**config.mk**
```make
export PLATFORM = sky130hd
export DESIGN_NAME = output_layer_ctrl
export DESIGN_NICKNAME = d
export VERILOG_FILES = /design/src/rtl/bnn_out_pkg.sv /design/src/rtl/out_argmax.sv /design/src/rtl/output_layer_ctrl.sv
export SDC_FILE = /design/constraint.sdc
export NUM_CORES = 1
export LEC_CHECK = 0
export ABC_AREA = 1
export ABC_CLOCK_PERIOD_IN_PS = 3380
export BUFFER_PORTS_ARGS = -buffer_cell sky130_fd_sc_hd__buf_4
export CORE_ASPECT_RATIO = 1.4
export CORE_MARGIN = 5
export CORE_UTILIZATION = 60
export DETAILED_ROUTE_END_ITERATION = 7
export PLACE_DENSITY = 0.79
export SLEW_MARGIN = 25
export SYNTH_ARGS = -nofsm -noshare
export SYNTH_HDL_FRONTEND = slang
export SYNTH_SLANG_ARGS = --single-unit
```
**constraint.sdc**
```tcl
create_clock -name clk -period 3.38 [get_ports clk]
set_clock_uncertainty 0.05 [all_clocks]
set_input_delay 0.169 -clock clk [delete_from_list [all_inputs] [get_ports clk]]
set_output_delay 0.169 -clock clk [all_outputs]
set_load 0.01 [all_outputs]
```
**src/rtl/bnn_out_pkg.sv**
```systemverilog
// rtl/bnn_out_pkg.sv - shared types and width helpers for the BNN output layer controller
package bnn_out_pkg;

    // IDLE and LOAD together form the input-accepting phase.
    typedef enum logic [2:0] {
        IDLE,
        LOAD,
        RUN,
        DRAIN,
        DONE
    } ctrl_state_t;

    // Index width that never collapses to zero bits.
    function automatic int clog2_min1(input int v);
        return (v <= 2) ? 1 : $clog2(v);
    endfunction

    function automatic int cls_w(input int num_classes);
        return clog2_min1(num_classes);
    endfunction

    function automatic int waddr_w(input int num_classes, input int beats);
        return clog2_min1(num_classes * beats);
    endfunction

endpackage

```
**src/rtl/out_argmax.sv**
```systemverilog
// rtl/out_argmax.sv - streaming argmax register with lowest-index tie-break
//
// Ports:
//   clk, rst_n       clock, synchronous active-low reset
//   clr              drop the held winner back to index 0 / score 0
//   in_valid         a new (index, score) pair is offered
//   in_first         the offered pair is the first of its sweep; taken unconditionally
//   in_idx, in_score candidate index and score
//   best_idx         index of the highest score seen so far
//   best_score       that score
module out_argmax
    import bnn_out_pkg::*;
#(
    parameter int IDX_W   = 4,
    parameter int SCORE_W = 16
) (
    input  logic               clk,
    input  logic               rst_n,
    input  logic               clr,
    input  logic               in_valid,
    input  logic               in_first,
    input  logic [IDX_W-1:0]   in_idx,
    input  logic [SCORE_W-1:0] in_score,
    output logic [IDX_W-1:0]   best_idx,
    output logic [SCORE_W-1:0] best_score
);

    logic [IDX_W-1:0]   best_idx_q, best_idx_d;
    logic [SCORE_W-1:0] best_score_q, best_score_d;

    // Strictly-greater update means an equal later score never displaces
    // an earlier (lower) index.
    always_comb begin
        best_idx_d   = best_idx_q;
        best_score_d = best_score_q;
        if (clr) begin
            best_idx_d   = '0;
            best_score_d = '0;
        end else if (in_valid && (in_first || (in_score > best_score_q))) begin
            best_idx_d   = in_idx;
            best_score_d = in_score;
        end
    end

    always_ff @(posedge clk) begin
        if (!rst_n) begin
            best_idx_q   <= '0;
            best_score_q <= '0;
        end else begin
            best_idx_q   <= best_idx_d;
            best_score_q <= best_score_d;
        end
    end

    assign best_idx   = best_idx_q;
    assign best_score = best_score_q;

endmodule

```
**src/rtl/output_layer_ctrl.sv**
```systemverilog
// rtl/output_layer_ctrl.sv - sequences the BNN output layer onto one shared neuron and picks the argmax class
//
// Ports:
//   clk, rst_n                       clock, synchronous active-low reset
//   in_valid/in_ready/in_data        activation beats, beat 0 first
//   w_addr/w_data                    weight memory, address class*BEATS+beat, 1-cycle read latency
//   nrn_x/nrn_w/nrn_valid/nrn_last   beat stream into the shared neuron
//   nrn_valid_out/nrn_popcount       per-class popcount back from the neuron
//   out_valid/out_ready              result handshake
//   out_class/out_score              winning class and its popcount
module output_layer_ctrl
    import bnn_out_pkg::*;
#(
    parameter int PW          = 8,
    parameter int IN_BITS     = 256,
    parameter int NUM_CLASSES = 10,
    parameter int THRESH_W    = 16,
    localparam int BEATS      = IN_BITS / PW,
    localparam int WADDR_W    = waddr_w(NUM_CLASSES, BEATS),
    localparam int CLS_W      = cls_w(NUM_CLASSES)
) (
    input  logic                clk,
    input  logic                rst_n,
    input  logic                in_valid,
    output logic                in_ready,
    input  logic [PW-1:0]       in_data,
    output logic [WADDR_W-1:0]  w_addr,
    input  logic [PW-1:0]       w_data,
    output logic [PW-1:0]       nrn_x,
    output logic [PW-1:0]       nrn_w,
    output logic                nrn_valid,
    output logic                nrn_last,
    input  logic                nrn_valid_out,
    input  logic [THRESH_W-1:0] nrn_popcount,
    output logic                out_valid,
    input  logic                out_ready,
    output logic [CLS_W-1:0]    out_class,
    output logic [THRESH_W-1:0] out_score
);

    localparam int BW    = clog2_min1(BEATS);
    localparam int TOTAL = NUM_CLASSES * BEATS;

    ctrl_state_t        state_q, state_d;
    logic [BW-1:0]      beat_cnt_q, beat_cnt_d;
    logic [BW-1:0]      run_beat_q, run_beat_d;
    logic [WADDR_W-1:0] w_addr_q, w_addr_d;
    logic [CLS_W-1:0]   result_idx_q, result_idx_d;
    logic [PW-1:0]      act_q [BEATS];
    logic [PW-1:0]      act_d [BEATS];
    logic               in_ready_q, in_ready_d;
    logic [PW-1:0]      nrn_x_q, nrn_x_d;
    logic               nrn_valid_q, nrn_valid_d;
    logic               nrn_last_q, nrn_last_d;
    logic               out_valid_q, out_valid_d;
    logic               am_clr;
    logic               accept;
    logic               res_take;

    assign accept   = in_valid && in_ready_q;
    // Popcounts only mean something while a sweep is in flight.
    assign res_take = nrn_valid_out && ((state_q == RUN) || (state_q == DRAIN));

    always_comb begin
        state_d      = state_q;
        beat_cnt_d   = beat_cnt_q;
        run_beat_d   = run_beat_q;
        w_addr_d     = w_addr_q;
        result_idx_d = result_idx_q;
        act_d        = act_q;
        in_ready_d   = in_ready_q;
        nrn_x_d      = nrn_x_q;
        nrn_valid_d  = 1'b0;
        nrn_last_d   = 1'b0;
        out_valid_d  = out_valid_q;
        am_clr       = 1'b0;

        case (state_q)
            IDLE, LOAD: begin
                if (accept) begin
                    act_d[beat_cnt_q] = in_data;
                    if (beat_cnt_q == BW'(BEATS - 1)) begin
                        beat_cnt_d   = '0;
                        state_d      = RUN;
                        in_ready_d   = 1'b0;
                        result_idx_d = '0;
                        am_clr       = 1'b1;
                    end else begin
                        beat_cnt_d = beat_cnt_q + 1'b1;
                        state_d    = LOAD;
                    end
                end
            end
            RUN: begin
                // w_data for this address arrives next cycle; the buffer beat
                // and last tag are registered so they land alongside it.
                nrn_valid_d = 1'b1;
                nrn_x_d     = act_q[run_beat_q];
                nrn_last_d  = (run_beat_q == BW'(BEATS - 1));
                if (w_addr_q == WADDR_W'(TOTAL - 1)) begin
                    w_addr_d   = '0;
                    run_beat_d = '0;
                    state_d    = DRAIN;
                end else begin
                    w_addr_d   = w_addr_q + 1'b1;
                    run_beat_d = (run_beat_q == BW'(BEATS - 1)) ? '0 : run_beat_q + 1'b1;
                end
            end
            DRAIN: begin
            end
            DONE: begin
                if (out_ready) begin
                    out_valid_d = 1'b0;
                    in_ready_d  = 1'b1;
                    state_d     = IDLE;
                end
            end
            default: state_d = IDLE;
        endcase

        if (res_take) begin
            if (result_idx_q == CLS_W'(NUM_CLASSES - 1)) begin
                result_idx_d = '0;
                state_d      = DONE;
                out_valid_d  = 1'b1;
            end else begin
                result_idx_d = result_idx_q + 1'b1;
            end
        end
    end

    always_ff @(posedge clk) begin
        if (!rst_n) begin
            state_q      <= IDLE;
            beat_cnt_q   <= '0;
            run_beat_q   <= '0;
            w_addr_q     <= '0;
            result_idx_q <= '0;
            for (int i = 0; i < BEATS; i++) act_q[i] <= '0;
            in_ready_q   <= 1'b1;
            nrn_x_q      <= '0;
            nrn_valid_q  <= 1'b0;
            nrn_last_q   <= 1'b0;
            out_valid_q  <= 1'b0;
        end else begin
            state_q      <= state_d;
            beat_cnt_q   <= beat_cnt_d;
            run_beat_q   <= run_beat_d;
            w_addr_q     <= w_addr_d;
            result_idx_q <= result_idx_d;
            act_q        <= act_d;
            in_ready_q   <= in_ready_d;
            nrn_x_q      <= nrn_x_d;
            nrn_valid_q  <= nrn_valid_d;
            nrn_last_q   <= nrn_last_d;
            out_valid_q  <= out_valid_d;
        end
    end

    out_argmax #(
        .IDX_W   (CLS_W),
        .SCORE_W (THRESH_W)
    ) u_argmax (
        .clk        (clk),
        .rst_n      (rst_n),
        .clr        (am_clr),
        .in_valid   (res_take),
        .in_first   (result_idx_q == '0),
        .in_idx     (result_idx_q),
        .in_score   (nrn_popcount),
        .best_idx   (out_class),
        .best_score (out_score)
    );

    assign in_ready  = in_ready_q;
    assign w_addr    = w_addr_q;
    assign nrn_x     = nrn_x_q;
    assign nrn_w     = w_data;
    assign nrn_valid = nrn_valid_q;
    assign nrn_last  = nrn_last_q;
    assign out_valid = out_valid_q;

endmodule

```
==> metrics.json, run 1 <==
{
  "run_status": "complete, no violations",
  "placed_area_um2": 15200,
  "critical_path.max_fanout": 65,
  "post_cts_resize_count": 0,
  "antenna_left": 0,
  "cts.htree.levels": 1,
  "cpMostUsedCell": "nand2_1",
  "cts_tree": "built",
  "postSynthNetCount": 2212,
  "drt-wirelength-per-cell_um": 16.5,
  "synth_seq_area_share_pct": 42.4,
  "critical_path_buf_inv_count": 2,
  "ctsLongestPathBuffers": 3,
  "postSynthRegisterBits": 314,
  "grt_setup_unrepaired": "no",
  "globalRouteOverflowTotal": 0,
  "antennaDiodeCount": 0,
  "drtIter0Drc": 1586,
  "cts.root.buffer_cell": "clkbuf_16",
  "fin_crit_sh_pct": 70.5,
  "cap_viol_max_count": 0,
  "floorplan.initialDensity_pct": 60.4,
  "worstMarginPinSlew_ns": 0.868,
  "drc_errors": 0,
  "grt_start_max_net_pins": 138,
  "cts_buffers": 29,
  "hpwl_um": 24800,
  "post_syn_area_um2": 14800,
  "worst_ep_required_time_ns": 3.74,
  "timing.final.max_slew_violations": 0,
  "floorplan.io_pins": 86,
  "proportion_of_layout_cells_with_a_drive_suffix_above_1_pct": 9.43,
  "total_setup_violations_reported_at_the_end_of_the_flow": 0,
  "grt_pass1_vias": 13308,
  "floorplan.die.height_um": 196,
  "finalWorstPathRequiredPeriod_ns": 2.38,
  "grt_usage_pct": 28.6,
  "series_of_cell_instances_along_the_critical_path": "inv_2 > buf_12 > o21ai_0 > o22ai_1 > nand2_1 > nand2_1 > nand2_1 > nand2_1 > o21ai_1 > a21oi_1",
  "critPathMaxStageDelay_ns": 0.70,
  "worstPathArrival_ns": 2.74,
  "criticalPathCategory": "reg2reg",
  "layout.cells.most_common": "nor2_1",
  "power.density_nw_per_um2": 452,
  "critical-path-top-delay-family": "flip-flops",
  "finalWeightedCongestion": 0.882,
  "timing.critical_path.to_type": "flop",
  "final_nets": 2206,
  "synth_top_family_by_area": "simple AND/OR/NAND/NOR gates",
  "timing.critical_path.from_type": "flop",
  "yosysWarnings": 0,
  "synth_cell_type_count": 39,
  "hold_violations_final": 0,
  "synth_simple_gate_area_share_pct": 31.7,
  "die_width_um": 143,
  "vdd_ir_drop_max_uv": 386,
  "clock_latency_ns": 0.55,
  "die_area_um2": 28000,
  "antenna_found_initial": 0,
  "final_design_area_no_fill_um2": 16300,
  "synth_area_in_adders_pct": 2.28,
  "postSynthAreaPerCell_um2": 6.89,
  "pleak_uw": 0.00703,
  "vias_per_cell": 5.71,
  "portBuffers": 69,
  "wirelength_um": 40900,
  "design.core.area_um2": 24500,
  "crit_slowest_cell": "dfxtp_4",
  "muxShareOfSynthArea_pct": 0,
  "num_vias": 14148,
  "synth_compound_gate_area_share_pct": 15.4,
  "hp-class": "in2reg",
  "synth-xor-area-share_pct": 0.177,
  "tritoncts_num_sinks": 314,
  "most-common-layout-cells": "nor2_1 (533), nand2_1 (317), dfxtp_1 (312)",
  "max_clock_freq_ghz": 0.419,
  "cts.clk_slew.worst_paths_ns": 0.07,
  "detail_route.first_pass.iterations": 6,
  "areaGrowthSynthToFinish_pct": 10.2,
  "number_of_rows_in_the_core_area": 68,
  "tns_ns": 0,
  "worst_slew_margin_rel_pct": 42.2,
  "syn_inst": 2148,
  "grt_pass1_wl_um": 67000
}
-- per-stage QoR --
step | worst slack [ns] | hold WS [ns] | total power [µW] | util [%] | std cells
floorplan | 1.59 | 0.292 | 4080 | - | 2148
global placement | 1.09 | 0.288 | 4190 | 62.1 | 2409
detailed placement | 1.02 | 0.288 | 4190 | 62.1 | 2409
CTS | 1.00 | 0.0154 | 7400 | 66.6 | 2479
global route | 0.633 | 0.0834 | 7590 | 66.6 | 2479
finish | 0.996 | 0.0375 | 7390 | 66.6 | 2479
-- worst reg2reg max path, delay by kind of cell (launching register included) --
| kind | cells | cell delay (ns) |
|---|---|---|
| AO/OA/AOI/OAI | 4 | 0.60 |
| buffers and inverters | 2 | 0.59 |
| flip-flops | 1 | 0.70 |
| AND/OR/NAND/NOR | 4 | 0.31 |
-- cells by family (layout without fill, tap and decap cells) --
family,Yosys count,after routing
and+or+nand+nor,1084,1084
AOI/OAI and AO/OA,449,449
DFF,314,314
buffers and inverters,271,287
adders and majority gates,27,27
xor gates and xnor gates,3,3
-- final cells by class --
type,instances,area (µm²)
well taps,315,394
clock inverters,14,126
clock buffers,39,803
flip-flops and latches,314,6290
fillers,2164,8180
inverters,136,538
repair buffers,98,827
multi-input cells,1563,7340
-- synth_stat cells --
| cell type | n | area (µm²) |
|---|---|---|
| nor2_4 | 20 | 225 |
| clkbuf_1 | 57 | 214 |
| nand3_1 | 177 | 886 |
| buf_4 | 18 | 135 |
| ha_1 | 27 | 338 |
| o21ai_0 | 247 | 1240 |
| xnor2_1 | 2 | 17.5 |
| inv_2 | 22 | 82.6 |
| buf_1 | 30 | 113 |
| nor2_8 | 10 | 200 |
| nand2_4 | 2 | 22.5 |
| nor3_1 | 7 | 35.0 |
| o21ai_1 | 72 | 360 |
| or2_2 | 1 | 6.26 |
| xor2_1 | 1 | 8.76 |
| nor2_1 | 533 | 2000 |
| o21a_1 | 1 | 7.51 |
| a211oi_1 | 2 | 15.0 |
| a221oi_1 | 1 | 8.76 |
| buf_2 | 25 | 125 |
| nand4_1 | 5 | 31.3 |
| inv_8 | 1 | 11.3 |
| a31oi_1 | 3 | 18.8 |
| a311oi_1 | 1 | 8.76 |
| buf_6 | 5 | 56.3 |
| a21oi_1 | 111 | 556 |
| nor2_2 | 7 | 43.8 |
| o31ai_1 | 1 | 7.51 |
| o211ai_1 | 1 | 7.51 |
| clkinv_1 | 3 | 11.3 |
| inv_1 | 102 | 383 |
| nand2_8 | 1 | 20.0 |
| nand2_1 | 317 | 1190 |
| a21o_1 | 1 | 7.51 |
| nor3b_1 | 3 | 22.5 |
| nor3b_2 | 1 | 12.5 |
| dfxtp_1 | 314 | 6290 |
| inv_4 | 8 | 50.1 |
| o22ai_1 | 8 | 50.1 |
-- per-layer routing --
layer	vias up	track usage (%)	part of all wire (%)
li1	6932	-	-
met1	6547	37.2	41
met2	549	48.6	49
met3	120	3.49	6.5
met4	0	10.4	3.6
met5	-	0	0
-- state kept, by name (all words and copies together), names as in the netlist --
signal / flops
in_ready: 1
result_idx_q: 4
out_valid: 1
w_addr: 9
run_beat_q: 5
nrn_x: 8
state_q: 3
u_argmax.best_idx: 4
u_argmax.best_score: 16
nrn_last: 1
beat_cnt_q: 5
nrn_valid: 1
act_q: 256
-- timing repair --
action,CTS,global route
hold buffers,17,0
buffers inserted,0,0
endpoints found under the hold margin,19,0
-- path summary, 6_finish.rpt --
check	end	slack (ns)	from	cells past startpoint
max reg2reg	nrn_x[0]$_SDFFE_PN0P_	1.0	run_beat_q[0]$_SDFFE_PN0P_	10
min	out_valid$_SDFF_PN0_	0.04	nrn_valid_out	5
min reg2reg	act_q[189]$_SDFFE_PN0P_	0.40	act_q[189]$_SDFFE_PN0P_	2
max	nrn_x[0]$_SDFFE_PN0P_	1.0	run_beat_q[0]$_SDFFE_PN0P_	10
-- report_power, final --
group          internal (µW)  leakage [µW]  total (µW)  switching (µW)
clock network           1820      0.000465        3250            1430
registers               3730       0.00253        3750            19.0
logic                    113       0.00403         386             273
Power figures use the tool's default switching activity.
==> inputs of run 2 (changes only) <==
Settings changed: ABC_CLOCK_PERIOD_IN_PS 3380 to 2400.
Clock period 3.38 ns to 2.4 ns, I/O delays scaled along.
==> run 2 against run 1 <==
First-iteration DRC count down 17%. Largest power group unchanged. Power rose by 43%. Cell count rose by 0.48%. Worst setup slack got worse by 0.60 ns. Clock power rose by 46%.
==> metrics.json, run 2 (synthesis gave the netlist of run 1 again) <==
{
  "grt_start_max_net_pins": {"value": 110, "change": "-20%"},
  "drtIter0Drc": {"value": 1309, "change": "-17%"},
  "antenna_found_initial": {"value": 0, "change": "unchanged"},
  "timing.final.max_slew_violations": {"value": 0, "change": "unchanged"},
  "ctsLongestPathBuffers": {"value": 3, "change": "unchanged"},
  "criticalPathCategory": "reg2reg",
  "series_of_cell_instances_along_the_critical_path": "inv_1 > ha_1 > nand4_1 > nor3_1 > nand2_1 > nand2_1 > nand2_1 > nand2_1 > buf_12 > nand3_1 > nand2_1 > nor2_1",
  "hp-class": "in2reg",
  "seq_power_share": {"value": 50.0, "unit": "%", "change": "-0.8 points"},
  "critical-path-top-delay-family": "simple AND/OR/NAND/NOR gates",
  "most-common-layout-cells": "nor2_1 (533), nand2_1 (317), dfxtp_1 (312)",
  "sw_frac_of_total": {"value": 22.7, "unit": "%", "change": "-0.59 points"},
  "floorplan.die.height": {"value": 196, "unit": "µm", "change": "unchanged"},
  "fin_crit_sh": {"value": 83.5, "unit": "%", "change": "+13 points"},
  "final_nets": {"value": 2220, "change": "+0.63%"},
  "antennaDiodeCount": {"value": 0, "change": "unchanged"},
  "fillers": {"value": 2057, "change": "-4.9%"},
  "net-switching-power": {"value": 2400, "unit": "µW", "change": "+39%"},
  "largest_register_ff_count": {"value": 256, "change": "unchanged"},
  "run_status": "complete, no violations",
  "crit_slowest_cell": "dfxtp_1",
  "finalWorstPathRequiredPeriod": {"value": 2.00, "unit": "ns", "change": "-0.380 ns"},
  "seq_area": {"value": 6290, "unit": "µm²", "change": "unchanged"},
  "pleak": {"value": 0.00713, "unit": "µW", "change": "+1.5%"},
  "worst_slack": {"value": 0.395, "unit": "ns", "change": "-0.600 ns"},
  "power.internal": {"value": 8170, "unit": "µW", "change": "+44%"},
  "total_setup_violations_reported_at_the_end_of_the_flow": {"value": 0, "change": "unchanged"},
  "portBuffers": {"value": 69, "change": "unchanged"},
  "post_cts_resize_count": {"value": 0, "change": "unchanged"},
  "worstMarginPinSlew": {"value": 0.521, "unit": "ns", "change": "-0.347 ns"},
  "num_vias": {"value": 14288, "change": "+0.99%"},
  "grt_pass1_vias": {"value": 13528, "change": "+1.7%"},
  "detail_route.first_pass.iterations": {"value": 5, "change": "-1"},
  "cts.clk_slew.worst_paths": {"value": 0.06, "unit": "ns", "change": "about the same"},
  "timing.critical_path.to_type": "flop",
  "layout.cells.most_common": "nor2_1",
  "max_clock_freq": {"value": 0.499, "unit": "GHz", "change": "+19%"},
  "grt_usage": {"value": 29.3, "unit": "%", "change": "+0.72 points"},
  "tritoncts_num_sinks": {"value": 314, "change": "unchanged"},
  "proportion_of_layout_cells_with_a_drive_suffix_above_1": {"value": 9.74, "unit": "%", "change": "+0.32 points"},
  "timing.critical_path.from_type": "flop",
  "post-place-ws": {"value": 0.423, "unit": "ns", "change": "-0.601 ns"},
  "vias_per_cell": {"value": 5.74, "change": "+0.50%"},
  "worstPathArrival": {"value": 2.40, "unit": "ns", "change": "-0.34 ns"},
  "antenna_left": {"value": 0, "change": "unchanged"},
  "areaGrowthSynthToFinish_pct": 11.6,
  "cpMostUsedCell": "nand2_1",
  "power_frac_comb": {"value": 5.1, "unit": "%", "change": "about the same"},
  "number_of_rows_in_the_core_area": {"value": 68, "change": "unchanged"},
  "worst_slew_margin_rel": {"value": 65.3, "unit": "%", "change": "+23 points"},
  "die_width": {"value": 143, "unit": "µm", "change": "unchanged"},
  "cap_viol_max_count": {"value": 0, "change": "unchanged"},
  "register_ranked_first_by_flip_flop_count": "act_q",
  "power.density": {"value": 639, "unit": "nW/µm²", "change": "+41%"},
  "drt-wirelength-per-cell": {"value": 16.7, "unit": "µm", "change": "+1.1%"},
  "grt_pass1_wl": {"value": 68300, "unit": "µm", "change": "+1.9%"},
  "critPathMaxStageDelay": {"value": 0.40, "unit": "ns", "change": "-0.30 ns"},
  "p_clk_share": {"value": 44.9, "unit": "%", "change": "+0.9 points"},
  "finalWeightedCongestion": {"value": 0.892, "change": "+1.1%"},
  "die_area": {"value": 28000, "unit": "µm²", "change": "unchanged"},
  "multiInputGateArea": {"value": 7340, "unit": "µm²", "change": "unchanged"},
  "critical_path_buf_inv_count": {"value": 2, "change": "unchanged"},
  "cts_tree": "built",
  "cts_setup_buffers": {"value": 0, "change": "unchanged"},
  "worst_ep_required_time": {"value": 2.79, "unit": "ns", "change": "-0.95 ns"},
  "design.core.area": {"value": 24500, "unit": "µm²", "change": "unchanged"},
  "hpwl": {"value": 26100, "unit": "µm", "change": "+5.1%"},
  "grt_setup_unrepaired": "no",
  "tns": {"value": 0, "unit": "ns", "change": "unchanged"},
  "floorplan.io_pins": {"value": 86, "change": "unchanged"},
  "rrSetupSlack": {"value": 0.40, "unit": "ns", "change": "-0.60 ns"},
  "drc_errors": {"value": 0, "change": "unchanged"},
  "cts.root.buffer_cell": "clkbuf_16",
  "hold_violations_final": {"value": 0, "change": "unchanged"},
  "wirelength": {"value": 41600, "unit": "µm", "change": "+1.6%"},
  "critical_path.max_fanout": {"value": 40, "change": "-38%"},
  "clock_latency": {"value": 0.55, "unit": "ns", "change": "about the same"},
  "floorplan.initialDensity": {"value": 60.4, "unit": "%", "change": "unchanged"},
  "vdd_ir_drop_max": {"value": 486, "unit": "µV", "change": "+26%"},
  "cts.htree.levels": {"value": 1, "change": "unchanged"},
  "cts_buffers": {"value": 30, "change": "+3.4%"},
  "globalRouteOverflowTotal": {"value": 0, "change": "unchanged"}
}
[run 2: path summary, 6_finish.rpt]
| path | to | cells after the start | startpoint |
|---|---|---|---|
| max | u_argmax.best_score[13]$_SDFFE_PP0P_ | 12 | u_argmax.best_score[9]$_SDFFE_PP0P_ |
| min | act_q[151]$_SDFFE_PN0P_ | 3 | in_data[7] |
| max reg2reg | u_argmax.best_score[13]$_SDFFE_PP0P_ | 12 | u_argmax.best_score[9]$_SDFFE_PP0P_ |
| min reg2reg | act_q[159]$_SDFFE_PN0P_ | 2 | act_q[159]$_SDFFE_PN0P_ |
[run 2: power by group through the flow]
| stage | Combinational (µW) | Clock [µW] | Sequential, µW |
|---|---|---|---|
| floorplan | 355 | 0 | 5390 |
| global placement | 499 | 0 | 5400 |
| detailed placement | 506 | 0 | 5400 |
| CTS | 534 | 4790 | 5280 |
| global route | 593 | 5010 | 5280 |
| finish | 543 | 4740 | 5280 |
[run 2: routing by layer]
layer	wire length, µm	share of wire [%]	track usage (%)	up-vias
met3	3100	7.4	3.61	136
met1	16600	40	37.6	6546
li1	-	-	-	6959
met4	1820	4.4	12.0	0
met5	0	0	0	-
met2	20100	48	49.8	647
[run 2: through the flow]
stage	power, µW	hold slack [ns]	instance area [µm²]	std cells	utilization, %
CTS	10600	0.00576	16500	2491	67.5
global route	10900	0.0334	16500	2491	67.5
floorplan	5750	0.243	14800	2148	-
finish	10600	0.0190	16500	2491	67.5
global placement	5900	0.190	15400	2419	62.7
detailed placement	5900	0.190	15400	2419	62.7
[run 2: worst min-delay path, cell delays in order]
cell	delay, ns
buf_4	0.26
nor2_1	0.15
nor2_1	0.05
[run 2: final cells by class]
class / count / area share [%]
inverters: 136 / 3.25
flip-flops and latches: 314 / 38.1
clock inverters: 9 / 0.598
clock buffers: 43 / 5.33
well taps: 315 / 2.38
repair buffers: 111 / 5.97
multi-input cells: 1563 / 44.4
[run 2: repair_timing]
action / CTS / global route
setup endpoints to repair: 0 / 0
hold buffers: 20 / 0
endpoints found under the hold margin: 70 / 0
